File: config.mk
export PLATFORM = sky130hd
export DESIGN_NAME = load_store_unit_flat
export DESIGN_NICKNAME = d
export VERILOG_FILES = /design/src/rtl/load_store_unit_if.sv /design/src/rtl/load_store_unit.sv /design/src/flat_wrapper.sv
export SDC_FILE = /design/constraint.sdc
export NUM_CORES = 1
export LEC_CHECK = 0
export CAP_MARGIN = 20
export CORE_MARGIN = 10
export CORE_UTILIZATION = 46
export DETAILED_ROUTE_END_ITERATION = 7
export GPL_ROUTABILITY_DRIVEN = 1
export PLACE_DENSITY = 0.95
export SYNTH_ARGS = -nofsm -noshare
export SYNTH_HDL_FRONTEND = slang
export SYNTH_SLANG_ARGS = --single-unit
File: constraint.sdc
create_clock -name clk -period 6.5 [get_ports clk]
set_clock_uncertainty 0.05 [all_clocks]
set_input_delay 1.625 -clock clk [delete_from_list [all_inputs] [get_ports clk]]
set_output_delay 1.625 -clock clk [all_outputs]
set_load 0.05 [all_outputs]
File: src/rtl/load_store_unit_if.sv
// Data-memory bus between the load/store unit and a variable-latency RAM.
// The master drives the request; the slave answers with mem_ready/mem_rdata.
interface load_store_unit_if #(
  parameter int ADDR_W = 8
) ();
  logic              mem_req;
  logic              mem_we;
  logic [ADDR_W-1:0] mem_addr;
  logic [31:0]       mem_wdata;
  logic [3:0]        mem_be;
  logic              mem_ready;
  logic [31:0]       mem_rdata;

  modport master (
    output mem_req,
    output mem_we,
    output mem_addr,
    output mem_wdata,
    output mem_be,
    input  mem_ready,
    input  mem_rdata
  );

  modport slave (
    input  mem_req,
    input  mem_we,
    input  mem_addr,
    input  mem_wdata,
    input  mem_be,
    output mem_ready,
    output mem_rdata
  );
endinterface

File: src/rtl/load_store_unit.sv
// Multi-cycle RISC-V load/store unit: converts lb/lh/lw/lbu/lhu/sb/sh/sw
// into word-aligned byte-enabled accesses and stalls the core meanwhile.
module load_store_unit #(
  parameter int ADDR_W = 8
) (
  input  logic                clk,
  input  logic                reset,
  input  logic                req_valid,
  input  logic                req_store,
  input  logic [2:0]          f3,
  input  logic [31:0]         addr,
  input  logic [31:0]         wdat,
  output logic                stall,
  output logic                ld_valid,
  output logic [31:0]         ld_data,
  output logic                fault,
  load_store_unit_if.master   mem
);

  typedef enum logic [1:0] {
    IDLE = 2'd0,
    BUSY = 2'd1,
    RESP = 2'd2
  } state_t;

  state_t state;
  state_t nxt;

  logic              is_half;
  logic              is_word;
  logic              f3_ok;
  logic              misal;
  logic              bad;
  logic              accept;
  logic              done;
  logic [3:0]        be_c;
  logic [31:0]       wd_c;
  logic [31:0]       shifted;
  logic [31:0]       ext;

  logic              we_q;
  logic [2:0]        f3_q;
  logic [1:0]        off_q;
  logic              mwe_q;
  logic [ADDR_W-1:0] maddr_q;
  logic [31:0]       mwdata_q;
  logic [3:0]        mbe_q;
  logic [31:0]       ld_q;

  logic              unused_addr;

  assign unused_addr = ^addr[31:ADDR_W];

  assign is_half = (f3[1:0] == 2'b01);
  assign is_word = (f3[1:0] == 2'b10);

  always_comb begin
    f3_ok = 1'b0;
    if (req_store)
      f3_ok = (f3 == 3'b000) || (f3 == 3'b001)
           || (f3 == 3'b010);
    else
      f3_ok = (f3 != 3'b011) && (f3 != 3'b110)
           && (f3 != 3'b111);
  end

  assign misal  = (is_half & addr[0])
                | (is_word & (|addr[1:0]));
  assign bad    = ~f3_ok | misal;
  assign accept = (state == IDLE) & req_valid & ~bad;
  assign done   = (state == BUSY) & mem.mem_ready;

  always_comb begin
    be_c = 4'b0001 << addr[1:0];
    wd_c = {4{wdat[7:0]}};
    unique case (1'b1)
      is_word: begin
        be_c = 4'b1111;
        wd_c = wdat;
      end
      is_half: begin
        be_c = 4'b0011 << addr[1:0];
        wd_c = {2{wdat[15:0]}};
      end
      default: ;
    endcase
  end

  assign shifted = mem.mem_rdata >> {off_q, 3'b000};

  always_comb begin
    ext = shifted;
    unique case (1'b1)
      (f3_q == 3'b000):
        ext = {{24{shifted[7]}}, shifted[7:0]};
      (f3_q == 3'b001):
        ext = {{16{shifted[15]}}, shifted[15:0]};
      (f3_q == 3'b100):
        ext = {24'd0, shifted[7:0]};
      (f3_q == 3'b101):
        ext = {16'd0, shifted[15:0]};
      default: ;
    endcase
  end

  always_ff @(posedge clk) begin
    if (reset)
      state <= IDLE;
    else
      state <= nxt;
  end

  always_comb begin
    nxt = state;
    unique case (state)
      IDLE:    if (accept) nxt = BUSY;
      BUSY:    if (mem.mem_ready) nxt = RESP;
      RESP:    nxt = IDLE;
      default: nxt = IDLE;
    endcase
  end

  always_comb begin
    stall       = 1'b0;
    fault       = 1'b0;
    ld_valid    = 1'b0;
    mem.mem_req = 1'b0;
    unique case (state)
      IDLE: begin
        stall = req_valid & ~bad;
        fault = req_valid & bad;
      end
      BUSY: begin
        stall       = 1'b1;
        mem.mem_req = 1'b1;
      end
      RESP:    ld_valid = ~we_q;
      default: ;
    endcase
  end

  // Bus registers are zeroed as soon as the access completes.
  always_ff @(posedge clk) begin
    if (reset) begin
      we_q     <= 1'b0;
      f3_q     <= 3'd0;
      off_q    <= 2'd0;
      mwe_q    <= 1'b0;
      maddr_q  <= '0;
      mwdata_q <= 32'd0;
      mbe_q    <= 4'd0;
      ld_q     <= 32'd0;
    end else if (accept) begin
      we_q     <= req_store;
      f3_q     <= f3;
      off_q    <= addr[1:0];
      mwe_q    <= req_store;
      maddr_q  <= {addr[ADDR_W-1:2], 2'b00};
      mwdata_q <= wd_c;
      mbe_q    <= be_c;
    end else if (done) begin
      mwe_q    <= 1'b0;
      maddr_q  <= '0;
      mwdata_q <= 32'd0;
      mbe_q    <= 4'd0;
      if (!we_q)
        ld_q <= ext;
    end
  end

  assign mem.mem_we    = mwe_q;
  assign mem.mem_addr  = maddr_q;
  assign mem.mem_wdata = mwdata_q;
  assign mem.mem_be    = mbe_q;
  assign ld_data       = ld_q;

endmodule
File: src/flat_wrapper.sv
// flat-port wrapper written by rule: the top's interface ports become plain ports
module load_store_unit_flat 
#(
  parameter int ADDR_W = 8
)
  (clk, reset, req_valid, req_store, f3, addr, wdat, stall, ld_valid, ld_data, fault, mem_mem_req, mem_mem_we, mem_mem_addr, mem_mem_wdata, mem_mem_be, mem_mem_ready, mem_mem_rdata);
  load_store_unit_if #(.ADDR_W(ADDR_W)) mem_i ();
  input  logic clk;
  input  logic reset;
  input  logic req_valid;
  input  logic req_store;
  input  logic [2:0] f3;
  input  logic [31:0] addr;
  input  logic [31:0] wdat;
  output logic stall;
  output logic ld_valid;
  output logic [31:0] ld_data;
  output logic fault;
  output wire logic [$bits(mem_i.mem_req)-1:0] mem_mem_req;
  output wire logic [$bits(mem_i.mem_we)-1:0] mem_mem_we;
  output wire logic [$bits(mem_i.mem_addr)-1:0] mem_mem_addr;
  output wire logic [$bits(mem_i.mem_wdata)-1:0] mem_mem_wdata;
  output wire logic [$bits(mem_i.mem_be)-1:0] mem_mem_be;
  input wire logic [$bits(mem_i.mem_ready)-1:0] mem_mem_ready;
  input wire logic [$bits(mem_i.mem_rdata)-1:0] mem_mem_rdata;
  assign mem_mem_req = mem_i.mem_req;
  assign mem_mem_we = mem_i.mem_we;
  assign mem_mem_addr = mem_i.mem_addr;
  assign mem_mem_wdata = mem_i.mem_wdata;
  assign mem_mem_be = mem_i.mem_be;
  assign mem_i.mem_ready = mem_mem_ready;
  assign mem_i.mem_rdata = mem_mem_rdata;
  load_store_unit #(.ADDR_W(ADDR_W)) u_core (.clk(clk), .reset(reset), .req_valid(req_valid), .req_store(req_store), .f3(f3), .addr(addr), .wdat(wdat), .stall(stall), .ld_valid(ld_valid), .ld_data(ld_data), .fault(fault), .mem(mem_i));
endmodule
==> results of run 1 <==
-- synth_stat cells, types with 2 or more instances --
cell,number
mux2i_1,17
nand4b_1,15
dfxtp_1,83
nand3_1,16
buf_4,2
mux2_2,8
a21oi_1,49
a31o_2,14
inv_1,4
clkbuf_2,2
a22oi_1,16
nor2_1,35
o21bai_1,3
o2bb2ai_1,7
o21ai_0,33
nand2b_1,5
a31o_1,2
o211ai_1,9
o21a_1,3
nor4_1,16
nor2b_1,12
clkbuf_1,25
nor3b_1,2
a211oi_1,24
buf_2,19
buf_6,3
nand2_1,45
nor3_1,9
ha_1,5
buf_1,3
-- routing by layer --
metal | part of all wire | vias up | wire length [um] | global-route usage
li1 | - | 2096 | - | -
met1 | 0.38 | 2096 | 5710 | 0.238
met2 | 0.51 | 215 | 7730 | 0.387
met3 | 0.071 | 54 | 1080 | 0.0512
met4 | 0.046 | 0 | 703 | 0.103
met5 | 0 | - | 0 | 0
-- kinds of logic after synthesis --
group           Yosys count  share of synthesized area
mux                      26                     0.0668
buf+inv                  58                     0.0647
fa+ha+maj                 5                     0.0148
other cells               1                   0.000886
flops                    83                      0.393
compound gates          166                      0.259
simple gates            164                      0.201
-- stage by stage --
stage	instance area [um2]	utilization	power, mW	cells	setup slack, ps
3_3_place_gp	5750	0.649	0.907	721	876
6_report	5980	0.675	1.24	740	710
2_1_floorplan	4240	-	0.782	504	1780
3_5_place_dp	5750	0.649	0.916	721	784
4_1_cts	5910	0.668	1.23	737	769
5_1_grt	5980	0.675	1.28	740	608
-- where the power goes --
part           internal [mW]  leakage [nW]  switching, mW
Combinational          0.140          1.30          0.225
Sequential             0.533         0.674         0.0163
Clock                  0.137        0.0791          0.189
-- layout make-up --
type	instances	area, um2
Tap cell	108	135
Multi-Input combinational cell	363	2310
Clock buffer	11	131
Sequential cell	83	1660
Inverter	4	15.0
Fill cell	655	2870
Timing Repair Buffer	166	1690
Clock inverter	5	30.0
-- tightest hold or removal path: stages, from the launching register on --
cell and delay [ps]:
dfxtp_1 310, nand2_1 50, o21ai_0 50
-- final timing paths --
path | cells after the start | to | startpoint
max | 7 | fault | f3[0]
min | 2 | u_core.mem.mem_wdata[31]$_SDFFE_PP0P_ | u_core.mem.mem_wdata[31]$_SDFFE_PP0P_
max reg2reg | 4 | u_core.mem.mem_addr[6]$_SDFFE_PP0P_ | u_core.state[1]$_SDFFE_PP0P_
min reg2reg | 2 | u_core.mem.mem_wdata[31]$_SDFFE_PP0P_ | u_core.mem.mem_wdata[31]$_SDFFE_PP0P_
-- flip-flops by register name, indices dropped and copies added (netlist names) --
signal,flops
u_core.ld_data,32
u_core.mem.mem_we,1
u_core.f3_q,3
u_core.mem.mem_addr,6
u_core.off_q,2
u_core.state,2
u_core.mem.mem_be,4
u_core.we_q,1
u_core.mem.mem_wdata,32
==> summary.md, run 1 <==
| Metric | Value |
|---|---|
| Fin crit period | slightly below 6000 ps |
| Total gr overflow | 0 |
| Final hold viol count | 0 |
| DRT Pass-1 Iters | 5 |
| Fmax | 0.173 GHz |
| Buffers plus inverters on the worst setup path | 3 |
| CP max FO | 23 |
| PortBufs | 158 |
| PD cells | 208 nW/um2 |
| GRT Overall Usage | 0.217 |
| Total I/O pin count | 185 |
| CTS tree | done |
| CTS Hold Bufs | 0 |
| Routability congestion estimate | 0.899 |
| Core Box Area | 8850 um2 |
| Leading cell type in the layout, fill and taps excluded | clkdlybuf4s50_1 |
| Vias/cell | 6.03 |
| Fin crit share | 0.891 |
| Syn Area/Cell | around 8.4 um2 |
| Largest net degree at the start of global routing | 85 |
| Status | finished clean |
| Worst skew pair latency | 360 ps |
| VDD IR max | 0.119 mV |
| Synth async-reset ratio | 0 |
| Cell variety after synth | 47 |
| Ys flop type | dfxtp_1 |
| Unrepaired setup endpoints after global routing | no |
| Yosys warns | 0 |
| DIE HEIGHT | 116 um |
| Full die area | 13400 um2 |
| Clk pin slew, worst setup/hold paths | 70 ps |
| #FFs+latches synth | 83 |
| Ant. Diodes | 0 |
| CP cell instances | clkdlybuf4s50_1 > inv_1 > ha_1 > nor3_1 > o21a_1 > o21a_1 > buf_4 |
| WL final | 15200 um |
| Area Growth Syn to Fin | 41.2% |
| First-pass GRT wire length | 23300 um |
| Endpoints failing setup | 0 |
| Nets@finish | around 740 |
| Rel. slew slack | 0.333 |
| Arr. time, crit path | 4110 ps |
| H-Tree Depth | 3 |
| CTS sink count | 83 |
| Slew @ Worst Pin | 999 ps |
| Starting Density | 0.478 |
| Vias | approximately 4.5k |
| Num CTS Buffers | 9 |
| DP HPWL | 11100 um |
| Die span in x | 116 um |
| Initial antenna violation count | 0 |
| Share of layout cells above drive strength 1 | 0.0870 |
| Crit path top cell by count | o21a_1 |
| Crit-path leading delay family | compound AO/OA/AOI/OAI gates |
| Crit Path Category | in -> out |
| Routed length per instance | 20.6 um |
| Post-cts resize count | 0 |
| Vias in the first global route | 4462 |
| Synth top area cells | dfxtp_1 39%, a21oi_1 5.8%, a211oi_1 4.3% |
| Critical Path RT | 4830 ps |
| Number of flops mapped to enable cells by yosys | 0 |
| Sequential area share after synthesis | 0.393 |
| Post-route ant nets | 0 |
| Most frequent cells in the layout | 155 x clkdlybuf4s50_1, 83 x dfxtp_1, 49 x a21oi_1 |
| CP max stage delay | about 670 ps |
| Max clock buf depth | 2 |
| Worst Hold Class | reg -> reg |
| Hold_ws | 406 ps |
| Startpoint types | input pin |
| Clock Tree Root | clkbuf_8 |
| Lkg Pwr | around 2.1 nW |
| R2R setup slack | 3320 ps |
| Synth Cell Area | 4230 um2 |
| Post-synth top area cell | dfxtp_1 |
| Critical Path End Type | primary output |
| Max-Cap Viols | 0 |
| Final setup TNS | 0 ps |
| DRC viols | 0 |
| Syn Inst Count | 503 |
| Post-CTS Setup Repair Bufs | 0 |
| Row count | 34 |
| Slowest cell on the critical path | o21a_1 |
| Final Max Slew Viols | 0 |
| Initial drt markers | 389 |
| Top-area cell type share of the netlist area | 0.393 |
Note: power is estimated with default switching activity, not from simulation.
==> run 2, diff against run 1 <==
Settings changed: ABC_CLOCK_PERIOD_IN_PS set to 6500.
==> results of run 2 <==
Same layout as run 1: the final DEF is identical, and so are final timing and power.
